### src/rtl/tt_pad_loopback_tester_if.sv
// Control, status and pad-buffer signals of the pad loopback tester.
interface tt_pad_loopback_tester_if;
  localparam int unsigned ERR_W = 8;
  localparam int unsigned IDX_W = 5;

  logic             start;
  logic             abort;
  logic             Y_in;
  logic             A_out;
  logic             OE_out;
  logic             IE_out;
  logic             busy;
  logic             done;
  logic             pass;
  logic [ERR_W-1:0] err_count;
  logic [IDX_W-1:0] first_fail;
  logic             first_fail_valid;

  // Requester side: issues commands, closes the pad loop, reads results.
  modport master (
    output start, abort, Y_in,
    input  A_out, OE_out, IE_out, busy, done, pass,
           err_count, first_fail, first_fail_valid
  );

  // Tester side.
  modport slave (
    input  start, abort, Y_in,
    output A_out, OE_out, IE_out, busy, done, pass,
           err_count, first_fail, first_fail_valid
  );
endinterface

### src/rtl/tt_pad_loopback_tester.sv
// Pad loopback tester: drives a fixed bit pattern onto a pad buffer, lets each
// vector settle, samples the synchronized receive path and records mismatches.
module tt_pad_loopback_tester #(
  parameter int unsigned SETTLE_CYCLES = 4,
  parameter int unsigned NUM_VECTORS   = 16,
  parameter logic [31:0] PATTERN       = 32'h0000A5C3
) (
  input  logic                        clk,
  input  logic                        rst_n,
  tt_pad_loopback_tester_if.slave     bus
);

  localparam int unsigned CNT_W = 8;
  localparam int unsigned IDX_W = 5;
  localparam int unsigned ERR_W = 8;

  localparam logic [CNT_W-1:0] CNT_LAST = CNT_W'(SETTLE_CYCLES - 1);
  localparam logic [IDX_W-1:0] IDX_LAST = IDX_W'(NUM_VECTORS - 1);
  localparam logic [ERR_W-1:0] ERR_MAX  = '1;

  typedef enum logic [1:0] {
    IDLE   = 2'd0,
    SETTLE = 2'd1,
    SAMPLE = 2'd2,
    DONE   = 2'd3
  } state_t;

  state_t           state;
  logic [IDX_W-1:0] idx;
  logic [CNT_W-1:0] cnt;
  logic             y_meta;
  logic             y_sync;

  logic             mismatch_c;
  logic [IDX_W-1:0] idx_next_c;
  logic [ERR_W-1:0] err_inc_c;

  assign mismatch_c = (y_sync != PATTERN[idx]);
  assign idx_next_c = idx + IDX_W'(1);
  assign err_inc_c  = (bus.err_count == ERR_MAX) ? ERR_MAX : bus.err_count + ERR_W'(1);

  // Two-flop synchronizer on the asynchronous pad receive path.
  always_ff @(posedge clk or negedge rst_n) begin
    if (!rst_n) begin
      y_meta <= 1'b0;
      y_sync <= 1'b0;
    end else begin
      y_meta <= bus.Y_in;
      y_sync <= y_meta;
    end
  end

  // Run sequencer with registered pad controls and result registers.
  always_ff @(posedge clk or negedge rst_n) begin
    if (!rst_n) begin
      state                <= IDLE;
      idx                  <= '0;
      cnt                  <= '0;
      bus.A_out            <= 1'b0;
      bus.OE_out           <= 1'b0;
      bus.IE_out           <= 1'b0;
      bus.busy             <= 1'b0;
      bus.done             <= 1'b0;
      bus.pass             <= 1'b0;
      bus.err_count        <= '0;
      bus.first_fail       <= '0;
      bus.first_fail_valid <= 1'b0;
    end else if (bus.abort) begin
      // Abort releases the pad but keeps the partial results visible.
      state      <= IDLE;
      idx        <= '0;
      cnt        <= '0;
      bus.A_out  <= 1'b0;
      bus.OE_out <= 1'b0;
      bus.IE_out <= 1'b0;
      bus.busy   <= 1'b0;
      bus.done   <= 1'b0;
      bus.pass   <= 1'b0;
    end else begin
      case (state)
        IDLE, DONE: begin
          if (bus.start) begin
            state                <= SETTLE;
            idx                  <= '0;
            cnt                  <= '0;
            bus.A_out            <= PATTERN[0];
            bus.OE_out           <= 1'b1;
            bus.IE_out           <= 1'b1;
            bus.busy             <= 1'b1;
            bus.done             <= 1'b0;
            bus.pass             <= 1'b0;
            bus.err_count        <= '0;
            bus.first_fail       <= '0;
            bus.first_fail_valid <= 1'b0;
          end
        end

        SETTLE: begin
          cnt <= cnt + CNT_W'(1);
          if (cnt == CNT_LAST) begin
            state <= SAMPLE;
          end
        end

        SAMPLE: begin
          if (mismatch_c) begin
            bus.err_count <= err_inc_c;
            if (!bus.first_fail_valid) begin
              bus.first_fail       <= idx;
              bus.first_fail_valid <= 1'b1;
            end
          end
          if (idx == IDX_LAST) begin
            state      <= DONE;
            bus.A_out  <= 1'b0;
            bus.OE_out <= 1'b0;
            bus.IE_out <= 1'b0;
            bus.busy   <= 1'b0;
            bus.done   <= 1'b1;
            bus.pass   <= (bus.err_count == '0) && !mismatch_c;
          end else begin
            state     <= SETTLE;
            idx       <= idx_next_c;
            cnt       <= '0;
            bus.A_out <= PATTERN[idx_next_c];
          end
        end

        default: begin
          state <= IDLE;
        end
      endcase
    end
  end

endmodule

### src/flat_wrapper.sv
// flat-port wrapper written by rule: the top's interface ports become plain ports
module tt_pad_loopback_tester_flat 
#(
  parameter int unsigned SETTLE_CYCLES = 4,
  parameter int unsigned NUM_VECTORS   = 16,
  parameter logic [31:0] PATTERN       = 32'h0000A5C3
)
  (clk, rst_n, bus_start, bus_abort, bus_Y_in, bus_A_out, bus_OE_out, bus_IE_out, bus_busy, bus_done, bus_pass, bus_err_count, bus_first_fail, bus_first_fail_valid);
  tt_pad_loopback_tester_if bus_i ();
  input  logic clk;
  input  logic rst_n;
  input wire logic [$bits(bus_i.start)-1:0] bus_start;
  input wire logic [$bits(bus_i.abort)-1:0] bus_abort;
  input wire logic [$bits(bus_i.Y_in)-1:0] bus_Y_in;
  output wire logic [$bits(bus_i.A_out)-1:0] bus_A_out;
  output wire logic [$bits(bus_i.OE_out)-1:0] bus_OE_out;
  output wire logic [$bits(bus_i.IE_out)-1:0] bus_IE_out;
  output wire logic [$bits(bus_i.busy)-1:0] bus_busy;
  output wire logic [$bits(bus_i.done)-1:0] bus_done;
  output wire logic [$bits(bus_i.pass)-1:0] bus_pass;
  output wire logic [$bits(bus_i.err_count)-1:0] bus_err_count;
  output wire logic [$bits(bus_i.first_fail)-1:0] bus_first_fail;
  output wire logic [$bits(bus_i.first_fail_valid)-1:0] bus_first_fail_valid;
  assign bus_i.start = bus_start;
  assign bus_i.abort = bus_abort;
  assign bus_i.Y_in = bus_Y_in;
  assign bus_A_out = bus_i.A_out;
  assign bus_OE_out = bus_i.OE_out;
  assign bus_IE_out = bus_i.IE_out;
  assign bus_busy = bus_i.busy;
  assign bus_done = bus_i.done;
  assign bus_pass = bus_i.pass;
  assign bus_err_count = bus_i.err_count;
  assign bus_first_fail = bus_i.first_fail;
  assign bus_first_fail_valid = bus_i.first_fail_valid;
  tt_pad_loopback_tester #(.SETTLE_CYCLES(SETTLE_CYCLES), .NUM_VECTORS(NUM_VECTORS), .PATTERN(PATTERN)) u_core (.clk(clk), .rst_n(rst_n), .bus(bus_i));
endmodule
### config.mk
export PLATFORM = sky130hd
export DESIGN_NAME = tt_pad_loopback_tester_flat
export DESIGN_NICKNAME = d
export VERILOG_FILES = /design/src/rtl/tt_pad_loopback_tester_if.sv /design/src/rtl/tt_pad_loopback_tester.sv /design/src/flat_wrapper.sv
export SDC_FILE = /design/constraint.sdc
export NUM_CORES = 1
export LEC_CHECK = 0
export CORE_UTILIZATION = 59
export DETAILED_ROUTE_END_ITERATION = 6
export HOLD_SLACK_MARGIN = 0.06
export PLACE_DENSITY = 0.81
export REMOVE_ABC_BUFFERS = 1
export SYNTH_ARGS = -nofsm -noshare
export SYNTH_HDL_FRONTEND = slang
export SYNTH_SLANG_ARGS = --single-unit
### constraint.sdc
create_clock -name clk -period 3.15 [get_ports clk]
set_input_delay 0.4725 -clock clk [delete_from_list [all_inputs] [get_ports clk]]
set_output_delay 0.4725 -clock clk [all_outputs]
set_load 0.02 [all_outputs]
==> impl_metrics.env <==
export IMPL_antennaDiodeCount=0
export IMPL_dr_wl_met2_um=1830
export IMPL_die_area_sq_mm=0.00371
export IMPL_clk_latency_ns=0.34
export IMPL_max_vdd_ir_drop_v=0.000360
export IMPL_tns_ns=0
export IMPL_cap_violations=0
export IMPL_routedLengthMet1_um=2030
export IMPL_dp_cells=289
export IMPL_io_pins=25
export IMPL_postCtsHoldBufs=0
export IMPL_post_cts_buffers=0
export IMPL_pwr_density_cell_mw_per_mm2=562
export IMPL_finClkSkew_ns=0.0110
export IMPL_internal_power_uw=862
export IMPL_final_cells=297
export IMPL_die_h_um=60.9
export IMPL_antenna_found_initial=0
export IMPL_syn_avg_cell_area_sq_um=8.97
export IMPL_period_minus_slack_ns=2.32
export IMPL_vias=1703
export IMPL_viasPerCell=5.73
export IMPL_synth_seq_cells=35
export IMPL_port_buffers=24
export IMPL_num_fill_cells=277
export IMPL_pwr_share_comb=0.343
export IMPL_layout_setup_ws_ns=0.833
export IMPL_swShare=0.355
export IMPL_power_leakage_nw=1.01
export IMPL_wl_met3_um=193
export IMPL_coreArea_sq_mm=0.00334
export IMPL_first_pass_iters=4
export IMPL_fin_util=0.713
export IMPL_clockBufferDepth=2
export IMPL_fmax_mhz=432
export IMPL_drive_above_1_share=0.0956
export IMPL_mostFrequentLayoutCells="dfrtp_1 (35), nand2_1 (30), clkdlybuf4s50_1 (24)"
export IMPL_power_total_mw=1.34
export IMPL_critPathMaxFanout=12
export IMPL_path_cells="ha_1 -> and3_2 -> ha_1 -> nand2_1 -> a21oi_1 -> buf_4 -> or2_2 -> nand2b_1 -> o21ai_0"
export IMPL_startpoint_type="register"
export IMPL_place_gp_congestion=0.859
export IMPL_cts_htree_levels=2
export IMPL_path_class="register to register"
export IMPL_yosysSeqAreaShare=0.428
export IMPL_highest_layer="met4"
export IMPL_start_util=0.613
export IMPL_critPathCaptureType="register"
export IMPL_ys_warn_count=0
export IMPL_pre_cts_slack_ns=0.820
export IMPL_wirelength_um=4110
export IMPL_numClockSinks=35
export IMPL_worstMarginPinSlew_ns=0.676
export IMPL_worstPathArrival_ns=2.59
export IMPL_clk_pin_slew_ns=0.11
export IMPL_rows=21
export IMPL_numCtsBuffers=5
export IMPL_slew_violations=0
export IMPL_drc=0
export IMPL_grt_pass1_vias=1467
export IMPL_setup_viol=0
export IMPL_syn2layout_area_growth_pct=16.3
export IMPL_drt_wirelength_per_cell_um=13.8
export IMPL_cp_common_cell="ha_1"
export IMPL_hold_violations=0
export IMPL_ys_types=44
export IMPL_grt_usage=0.246
export IMPL_grt_overflow_total=0
export IMPL_rsz0062_at_grt="false"
export IMPL_ant_nets=0
export IMPL_synth_area_sq_mm=0.00205
export IMPL_drt_iter0_markers=75
export IMPL_slowest_delay_ns=0.48
export IMPL_syn_inst=228
export IMPL_detailed_place_hpwl_um=2950
export IMPL_cts_root_buffer_cell="clkbuf_4"
export IMPL_grt_max_degree=36
export IMPL_ctsResizeCount=0
export IMPL_pwr_share_clk=0.254
export IMPL_hp_class="register to register"
export IMPL_p_switching_uw=475
export IMPL_worstPathRequired_ns=3.42
export IMPL_period_share=0.735
export IMPL_crit_slowest_cell="dfrtp_1"
export IMPL_seqPwrFrac=0.402
export IMPL_final_nets=264
export IMPL_layout_commonest_cell="dfrtp_1"
export IMPL_cts_tree="built"
export IMPL_maxSlewHeadroom=0.546
export IMPL_status="finished clean"
export IMPL_grt_pass1_wl_um=6600
export IMPL_fp_dieW_um=60.9
[worst max-delay path, delay by kind of cell (launching register included)]
family	cells	cell delay [ns]
buffers and inverters	1	0.20
adders and majority gates	2	0.53
and+or+nand+nor	4	0.82
AOI/OAI and AO/OA	2	0.19
DFF	1	0.48
[sequential cells by signal, indices dropped and copies added, names as in the netlist]
signal / count
u_core.bus.OE_out: 1
u_core.y_sync: 1
u_core.bus.pass: 1
u_core.state: 2
u_core.cnt: 8
u_core.bus.err_count: 8
u_core.bus.done: 1
u_core.bus.A_out: 1
u_core.y_meta: 1
u_core.bus.first_fail: 5
u_core.bus.first_fail_valid: 1
u_core.idx: 5
[cell type report]
type | instances | area (sq um) | share of cell area
clock buffers | 6 | 51.3 | 0.0216
clock inverters | 2 | 35.0 | 0.0147
multi-input cells | 173 | 1070 | 0.448
well taps | 46 | 57.6 | 0.0242
flip-flops and latches | 35 | 876 | 0.368
repair buffers | 27 | 263 | 0.110
inverters | 8 | 30.0 | 0.0126
[cells in the mapped netlist]
| cell | instances | area, sq um |
|---|---|---|
| nor2_2 | 1 | 6.26 |
| and3_2 | 2 | 15.0 |
| and3b_1 | 1 | 8.76 |
| and3_4 | 1 | 11.3 |
| buf_4 | 2 | 15.0 |
| nand2_1 | 30 | 113 |
| o21a_1 | 1 | 7.51 |
| o21ai_0 | 21 | 105 |
| nand2b_1 | 6 | 37.5 |
| and3_1 | 5 | 31.3 |
| nor3b_1 | 1 | 7.51 |
| and4_2 | 1 | 10.0 |
| buf_2 | 3 | 15.0 |
| inv_1 | 8 | 30.0 |
| nor2_4 | 1 | 11.3 |
| nand3_1 | 5 | 25.0 |
| nor4_1 | 1 | 6.26 |
| a22o_1 | 1 | 8.76 |
| a21oi_1 | 17 | 85.1 |
| a311oi_2 | 1 | 15.0 |
| a31oi_1 | 2 | 12.5 |
| o22ai_1 | 1 | 6.26 |
| nor4b_1 | 3 | 26.3 |
| mux2i_1 | 3 | 30.0 |
| a31oi_4 | 1 | 21.3 |
| clkbuf_1 | 6 | 22.5 |
| nor2_1 | 14 | 52.6 |
| a211oi_1 | 1 | 7.51 |
| nor2b_1 | 3 | 18.8 |
| o211ai_1 | 6 | 45.0 |
| nor3_1 | 9 | 45.0 |
| buf_12 | 1 | 20.0 |
| or4_1 | 1 | 7.51 |
| dfrtp_1 | 35 | 876 |
| o31ai_1 | 4 | 30.0 |
| o22a_1 | 1 | 8.76 |
| nand4_1 | 8 | 50.1 |
| mux2i_2 | 1 | 13.8 |
| or2_2 | 3 | 18.8 |
| or3_1 | 2 | 12.5 |
| ha_1 | 9 | 113 |
| xnor2_1 | 3 | 26.3 |
| nand3b_1 | 1 | 7.51 |
| and3b_2 | 1 | 10.0 |
[cells by family (layout without fill, tap and decap cells)]
| group | Yosys count | in the layout | synth area share |
|---|---|---|---|
| AO/OA/AOI/OAI | 57 | 57 | 0.172 |
| AND/OR/NAND/NOR | 100 | 100 | 0.260 |
| buffers and inverters | 20 | 43 | 0.0501 |
| flip-flops | 35 | 35 | 0.428 |
| multiplexers | 4 | 4 | 0.0214 |
| XOR/XNOR | 3 | 3 | 0.0128 |
| adder cells (fa/ha/maj) | 9 | 9 | 0.0550 |
[final timing paths]
path / cells after the start / start / slack (ns) / end
min reg2reg: 0 / u_core.y_meta$_DFF_PN0_ / 0.36 / u_core.y_sync$_DFF_PN0_
max: 9 / u_core.idx[0]$_DFFE_PN0P_ / 0.83 / u_core.cnt[5]$_DFFE_PN0P_
max reg2reg: 9 / u_core.idx[0]$_DFFE_PN0P_ / 0.83 / u_core.cnt[5]$_DFFE_PN0P_
min in group asynchronous: 2 / rst_n / 0.53 / u_core.bus.first_fail[1]$_DFFE_PN0P_
max in group asynchronous: 2 / rst_n / 2.31 / u_core.cnt[7]$_DFFE_PN0P_
min: 0 / u_core.y_meta$_DFF_PN0_ / 0.36 / u_core.y_sync$_DFF_PN0_
[per-stage QoR]
step | instance area, sq um | hold WS (ns)
3_3_place_gp | 2290 | 0.335
3_5_place_dp | 2290 | 0.346
6_report | 2380 | 0.365
2_1_floorplan | 1970 | 0.177
4_1_cts | 2380 | 0.370
5_1_grt | 2380 | 0.375
[power by group through the flow]
stage | logic, mW | clock network (mW) | registers [mW]
finish | 0.459 | 0.340 | 0.538
floorplan | 0.258 | 0 | 0.582
CTS | 0.461 | 0.346 | 0.538
detailed placement | 0.458 | 0 | 0.547
global placement | 0.450 | 0 | 0.544
global route | 0.511 | 0.363 | 0.546
[routing by layer]
layer,GRT usage,up-vias
met1,0.358,792
met4,0.0909,0
met5,0,-
li1,-,866
met2,0.359,39
met3,0.0554,6
Note: power is estimated with default switching activity, not from simulation.
